**src/rtl/uart_tx_serializer_if.sv**
```systemverilog
`default_nettype none
// ============================================================================
// Module      : uart_tx_serializer_if
// Description : Byte-in / serial-out bundle of the UART transmit stage.
//               The master side (upstream enable logic) offers a byte with
//               valid_i. The slave side (serializer) reports ready_o and
//               busy_o and drives the serial line txd_o.
// Signals     : data_i  [7:0] byte to send
//               valid_i       data_i is valid
//               ready_o       serializer can accept a byte
//               busy_o        frame in progress
//               txd_o         serial line, idle high
// Revision    : 1.0 - initial release
// ============================================================================
interface uart_tx_serializer_if;
    logic [7:0] data_i;
    logic       valid_i;
    logic       ready_o;
    logic       busy_o;
    logic       txd_o;

    modport master (
        output data_i,
        output valid_i,
        input  ready_o,
        input  busy_o,
        input  txd_o
    );

    modport slave (
        input  data_i,
        input  valid_i,
        output ready_o,
        output busy_o,
        output txd_o
    );
endinterface
`default_nettype wire

```
**src/rtl/uart_tx_serializer.sv**
```systemverilog
`default_nettype none
// ============================================================================
// Module      : uart_tx_serializer
// Description : UART transmit serializer. Accepts one byte per valid/ready
//               handshake and sends it as an 8N1 / 8E1 / 8O1 frame (one or
//               two stop bits) on a registered, idle-high serial output.
//               Bit timing comes from an internal baud divider.
// Ports       : clk_i    clock, posedge
//               rst_n_i  synchronous active-low reset
//               bus      uart_tx_serializer_if.slave
//                          data_i/valid_i in, ready_o/busy_o/txd_o out
// Revision    : 1.0 - initial release
// ============================================================================
module uart_tx_serializer #(
    parameter int CLK_FREQ  = 100_000_000,
    parameter int BAUD_RATE = 115_200,
    parameter int PARITY    = 0,           // 0 none, 1 odd, 2 even
    parameter int STOP_BITS = 1            // 1 or 2
) (
    input  wire logic              clk_i,
    input  wire logic              rst_n_i,
    uart_tx_serializer_if.slave    bus
);

    localparam int BAUD_DIV = (CLK_FREQ + BAUD_RATE / 2) / BAUD_RATE;
    localparam int CNT_W    = (BAUD_DIV > 1) ? $clog2(BAUD_DIV) : 1;
    localparam logic [CNT_W-1:0] BAUD_LAST = CNT_W'(BAUD_DIV - 1);
    localparam logic [2:0]       STOP_LAST = 3'(STOP_BITS - 1);

    if (STOP_BITS != 1 && STOP_BITS != 2) begin : g_bad_stop_bits
        $error("uart_tx_serializer: STOP_BITS must be 1 or 2");
    end
    if (BAUD_DIV < 2) begin : g_bad_baud_div
        $error("uart_tx_serializer: BAUD_DIV must be at least 2");
    end
    if (PARITY < 0 || PARITY > 2) begin : g_bad_parity
        $error("uart_tx_serializer: PARITY must be 0, 1 or 2");
    end

    typedef enum logic [2:0] {
        ST_IDLE   = 3'd0,
        ST_START  = 3'd1,
        ST_DATA   = 3'd2,
        ST_PARITY = 3'd3,
        ST_STOP   = 3'd4
    } state_t;

    state_t           state,     state_d;
    logic [CNT_W-1:0] baud_cnt,  baud_d;
    logic [2:0]       bit_idx,   bit_d;
    logic [7:0]       shift_reg, shift_d;
    logic             par_bit,   par_d;
    logic             txd,       txd_d;
    logic             bit_done;

    assign bit_done = (baud_cnt == BAUD_LAST);

    always_comb begin
        state_d = state;
        baud_d  = baud_cnt;
        bit_d   = bit_idx;
        shift_d = shift_reg;
        par_d   = par_bit;

        case (state)
            ST_IDLE: begin
                // Counter held at zero so the first start bit is a full period.
                baud_d = '0;
                bit_d  = '0;
                if (bus.valid_i) begin
                    state_d = ST_START;
                    shift_d = bus.data_i;
                    par_d   = (PARITY == 1) ? ~^bus.data_i : ^bus.data_i;
                end
            end
            ST_START: begin
                if (bit_done) begin
                    baud_d  = '0;
                    bit_d   = '0;
                    state_d = ST_DATA;
                end else begin
                    baud_d = baud_cnt + 1'b1;
                end
            end
            ST_DATA: begin
                if (bit_done) begin
                    baud_d  = '0;
                    shift_d = {1'b0, shift_reg[7:1]};
                    if (bit_idx == 3'd7) begin
                        bit_d   = '0;
                        state_d = (PARITY != 0) ? ST_PARITY : ST_STOP;
                    end else begin
                        bit_d = bit_idx + 3'd1;
                    end
                end else begin
                    baud_d = baud_cnt + 1'b1;
                end
            end
            ST_PARITY: begin
                if (bit_done) begin
                    baud_d  = '0;
                    bit_d   = '0;
                    state_d = ST_STOP;
                end else begin
                    baud_d = baud_cnt + 1'b1;
                end
            end
            ST_STOP: begin
                // bit_idx counts stop bits here.
                if (bit_done) begin
                    baud_d = '0;
                    if (bit_idx == STOP_LAST) begin
                        bit_d   = '0;
                        state_d = ST_IDLE;
                    end else begin
                        bit_d = bit_idx + 3'd1;
                    end
                end else begin
                    baud_d = baud_cnt + 1'b1;
                end
            end
            default: begin
                state_d = ST_IDLE;
                baud_d  = '0;
                bit_d   = '0;
            end
        endcase

        // Line level is decoded from the next state so txd is a flop output.
        case (state_d)
            ST_START:  txd_d = 1'b0;
            ST_DATA:   txd_d = shift_d[0];
            ST_PARITY: txd_d = par_d;
            default:   txd_d = 1'b1;
        endcase
    end

    always_ff @(posedge clk_i) begin
        if (!rst_n_i) begin
            state     <= ST_IDLE;
            baud_cnt  <= '0;
            bit_idx   <= '0;
            shift_reg <= '0;
            par_bit   <= 1'b0;
            txd       <= 1'b1;
        end else begin
            state     <= state_d;
            baud_cnt  <= baud_d;
            bit_idx   <= bit_d;
            shift_reg <= shift_d;
            par_bit   <= par_d;
            txd       <= txd_d;
        end
    end

    assign bus.ready_o = (state == ST_IDLE);
    assign bus.busy_o  = (state != ST_IDLE);
    assign bus.txd_o   = txd;

endmodule
`default_nettype wire

```
**src/flat_wrapper.sv**
```systemverilog
// flat-port wrapper written by rule: the top's interface ports become plain ports
module uart_tx_serializer_flat 
#(
    parameter int CLK_FREQ  = 100_000_000,
    parameter int BAUD_RATE = 115_200,
    parameter int PARITY    = 0,                                   
    parameter int STOP_BITS = 1                     
)
  (clk_i, rst_n_i, bus_data_i, bus_valid_i, bus_ready_o, bus_busy_o, bus_txd_o);
  uart_tx_serializer_if bus_i ();
  input  wire logic clk_i;
  input  wire logic rst_n_i;
  input wire logic [$bits(bus_i.data_i)-1:0] bus_data_i;
  input wire logic [$bits(bus_i.valid_i)-1:0] bus_valid_i;
  output wire logic [$bits(bus_i.ready_o)-1:0] bus_ready_o;
  output wire logic [$bits(bus_i.busy_o)-1:0] bus_busy_o;
  output wire logic [$bits(bus_i.txd_o)-1:0] bus_txd_o;
  assign bus_i.data_i = bus_data_i;
  assign bus_i.valid_i = bus_valid_i;
  assign bus_ready_o = bus_i.ready_o;
  assign bus_busy_o = bus_i.busy_o;
  assign bus_txd_o = bus_i.txd_o;
  uart_tx_serializer #(.CLK_FREQ(CLK_FREQ), .BAUD_RATE(BAUD_RATE), .PARITY(PARITY), .STOP_BITS(STOP_BITS)) u_core (.clk_i(clk_i), .rst_n_i(rst_n_i), .bus(bus_i));
endmodule
```
**config.mk**
```make
export PLATFORM = sky130hd
export DESIGN_NAME = uart_tx_serializer_flat
export DESIGN_NICKNAME = d
export VERILOG_FILES = /design/src/rtl/uart_tx_serializer_if.sv /design/src/rtl/uart_tx_serializer.sv /design/src/flat_wrapper.sv
export SDC_FILE = /design/constraint.sdc
export NUM_CORES = 1
export LEC_CHECK = 0
export CORE_ASPECT_RATIO = 0.75
export CORE_MARGIN = 3
export CORE_UTILIZATION = 49
export CTS_BUF_LIST = sky130_fd_sc_hd__clkbuf_4 sky130_fd_sc_hd__clkbuf_8 sky130_fd_sc_hd__clkbuf_16
export CTS_CLUSTER_DIAMETER = 50
export DETAILED_ROUTE_END_ITERATION = 16
export GPL_ROUTABILITY_DRIVEN = 0
export GPL_TIMING_DRIVEN = 0
export HOLD_SLACK_MARGIN = 0.1
export PLACE_DENSITY = 0.84
export SYNTH_ARGS = -nofsm -noshare
export SYNTH_HDL_FRONTEND = slang
export SYNTH_SLANG_ARGS = --single-unit
```
**constraint.sdc**
```tcl
create_clock -name clk_i -period 2.5 [get_ports clk_i]
set_input_delay 0.5 -clock clk_i [delete_from_list [all_inputs] [get_ports clk_i]]
set_output_delay 0.5 -clock clk_i [all_outputs]
set_load 0.005 [all_outputs]
```
==> impl_metrics.json <==
{
  "end_kind": "flip-flop",
  "dp_hpwl_mm": 2.125,
  "synth_area_per_cell_sq_um": 8.836,
  "cts.sinks": 26,
  "critPathLaunchType": "flip-flop",
  "synth_xor_area_share_pct": 10.18,
  "critPathRequiredTime_ps": 2760,
  "drc_errors": 0,
  "fin_worst_skew_ps": 9.091,
  "grt-ovfl-total": 0,
  "crit_slowest_cell": "or4b_1",
  "core-area_sq_mm": 0.002402,
  "area_growth_pct": 20.17,
  "setup_slack_ps": 107.9,
  "ir_worst_vdd_uv": 314.7,
  "die_area_sq_mm": 0.003291,
  "timing.reg2reg.setup_slack_ps": 110,
  "yosys_most_used_dff": "dfxtp_1",
  "hold_path.class": "flip-flop to flip-flop",
  "p_leak_nw": 0.5494,
  "cpPeakStageDelay_ps": 500,
  "relSlewSlack_pct": 63.15,
  "final_cells": 200,
  "yosys.area_share.simple_pct": 25.90,
  "synth_mux_area_share_pct": 0,
  "largest_reg_flops": 10,
  "grt_pass1_wl_mm": 4.940,
  "numCtsBuffers": 3,
  "slew_violations": 0,
  "final_cell_mix": "dfxtp_1, nor2_1, nand2_1, clkdlybuf4s50_1, xnor2_1",
  "synth_edf_count": 0,
  "min_period_over_period_pct": 95.68,
  "tightest_slew_ps": 548.7,
  "ys_seq_area_share_pct": 40.35,
  "clk_latency_ps": 330,
  "synth_nets": 161,
  "min_period_ps": 2392,
  "synth_compound_area_share_pct": 16.29,
  "cts.clk_slew.worst_paths_ps": 140,
  "synth_fa_ha_area_share_pct": 3.880,
  "ys_types": 40,
  "drt_wl_total_mm": 2.799,
  "antenna_found_initial": 0,
  "max_cap_viol_count": 0,
  "cts_tree": "done",
  "outcome": "completed",
  "synth_top_family_by_area": "simple AND/OR/NAND/NOR gates",
  "post_drt_wl_per_cell_um": 14.00,
  "criticalPathCategory": "flip-flop to flip-flop",
  "cts_root_buf": "clkbuf_4",
  "antennaDiodeCount": 0,
  "initial_core_util_pct": 53.70,
  "drive_gt1_share_pct": 10.24,
  "endpoint": "u_core.bit_idx[2]",
  "vias_per_cell": 5.570,
  "yosys_warnings": 0,
  "final_common_cell": "dfxtp_1",
  "use_met1_pct": 24.76,
  "pwr_density_cell_mw_per_mm2": 487.0,
  "cp-startpoint": "u_core.baud_cnt[0]",
  "io_pins": 14,
  "ys_ff_latch": 26,
  "clk_path_buf_depth": 2,
  "busiest_layer": "met2",
  "crit_arrival_ps": 2660,
  "via_count": 1114,
  "reg2reg_depth": 8,
  "use_met2_pct": 30.08,
  "place_ws_ps": -6.882,
  "ys_async_sr_fraction_pct": 0,
  "track_usage_pct": 19.43,
  "power_uw": 755.0,
  "path_max_fanout": 6,
  "antenna_left": 0,
  "drt_iter0_drc": 62,
  "final_nets": 182,
  "max_freq_mhz": 418.0,
  "setup_viol": 0,
  "hold_violations": 0,
  "grt_pass1_vias": 1101,
  "dieHeight_um": 50.44,
  "r2r-start": "u_core.baud_cnt[0]",
  "grt_max_degree": 15,
  "firstDrtPassIters": 4,
  "h-tree-depth": 1,
  "cp_cell_sequence": "ha_4 -> or3b_4 -> or3_1 -> buf_4 -> and3_1 -> buf_2 -> or4b_1 -> a21boi_1",
  "dp_cells": 193,
  "r2r_end": "u_core.bit_idx[2]",
  "synthCells": 146,
  "syn_area_sq_mm": 0.001290,
  "port_buffers": 13,
  "die_width_um": 65.25,
  "grt_use_met3_pct": 6.264,
  "rows": 15
}
through the flow:
| stage | hold slack [ps] | util, % | TNS, ps | cell area (sq um) |
|---|---|---|---|---|
| 6_report | 485.9 | 64.53 | 0 | 1550 |
| 5_1_grt | 524.3 | 64.53 | -4.501 | 1550 |
| 4_1_cts | 445.8 | 62.60 | 0 | 1504 |
| 3_5_place_dp | 453.4 | 60.89 | -6.882 | 1463 |
| 3_3_place_gp | 441.5 | 60.89 | 0 | 1463 |
| 2_1_floorplan | 430.5 | - | 0 | 1290 |
Yosys cell counts (all sizes together) (2+ instances only):
cell type | n | area share [%]
nand3 | 4 | 1.6
nand2b | 2 | 0.97
or3b | 3 | 2.2
nand4 | 2 | 0.97
a21boi | 8 | 4.7
nor3b | 3 | 1.7
clkbuf | 4 | 1.2
nor4 | 2 | 1.5
nor2b | 2 | 0.97
o21ai | 2 | 0.78
nand2 | 13 | 3.8
xor2 | 4 | 2.7
and3 | 3 | 1.5
inv | 5 | 1.5
a22oi | 8 | 4.7
xnor2 | 11 | 7.5
nor2 | 15 | 4.4
or3 | 2 | 0.97
a21oi | 4 | 1.6
and2 | 2 | 0.97
buf | 2 | 0.78
ha | 4 | 3.9
o21a | 2 | 1.2
dfxtp | 26 | 40
cell families after synthesis:
| group | after synthesis |
|---|---|
| simple gates | 60 |
| flops | 26 |
| compound gates | 30 |
| fa+ha+maj | 4 |
| buf+inv | 11 |
| xor+xnor | 15 |
per-layer routing:
metal  vias up  wire, um
li1        557         -
met1       522      1314
met2        27      1302
met3         8       132
met4         0        50
met5         -         0
layout make-up:
| cell class | instances | area, sq um |
|---|---|---|
| fill | 222 | 852.1 |
| multi-input combinational | 109 | 747.0 |
| sequential | 26 | 525.5 |
| timing repair buffer | 16 | 152.6 |
| tap | 34 | 42.54 |
| clock buffer | 4 | 36.28 |
| buffer | 6 | 27.53 |
| inverter | 5 | 18.77 |
report_power, final:
group / switching (mW) / leakage (nW) / internal, mW
logic: 0.0494 / 0.316 / 0.0558
clock network: 0.124 / 0.0210 / 0.0892
registers: 0.00776 / 0.213 / 0.428
total: 0.182 / 0.549 / 0.573
worst min-delay path by stage:
stage	cells after the start	slack [ps]	to	startpoint
floorplan	1	430	u_core.baud_cnt[0]	u_core.baud_cnt[0]
global placement	1	440	u_core.baud_cnt[0]	u_core.baud_cnt[0]
detailed placement	1	450	u_core.baud_cnt[0]	u_core.baud_cnt[0]
CTS	1	450	u_core.baud_cnt[0]	u_core.baud_cnt[0]
global route	2	520	u_core.shift_reg[5]	u_core.shift_reg[5]
finish	2	490	u_core.shift_reg[3]	u_core.shift_reg[3]
timing repair:
action,in CTS,in global routing
gates resized for setup,3,4
buffers inserted,0,3
endpoints found under the setup margin,2,10
hold buffers,0,0
pin swaps,0,2
worst max-delay path, delay by kind of cell (launching register included):
kind / cells / cell delay [ps]
compound gates: 1 / 120
flops: 1 / 390
fa+ha+maj: 1 / 140
buf+inv: 2 / 310
simple gates: 4 / 1350
Note: power is estimated with default switching activity, not from simulation.
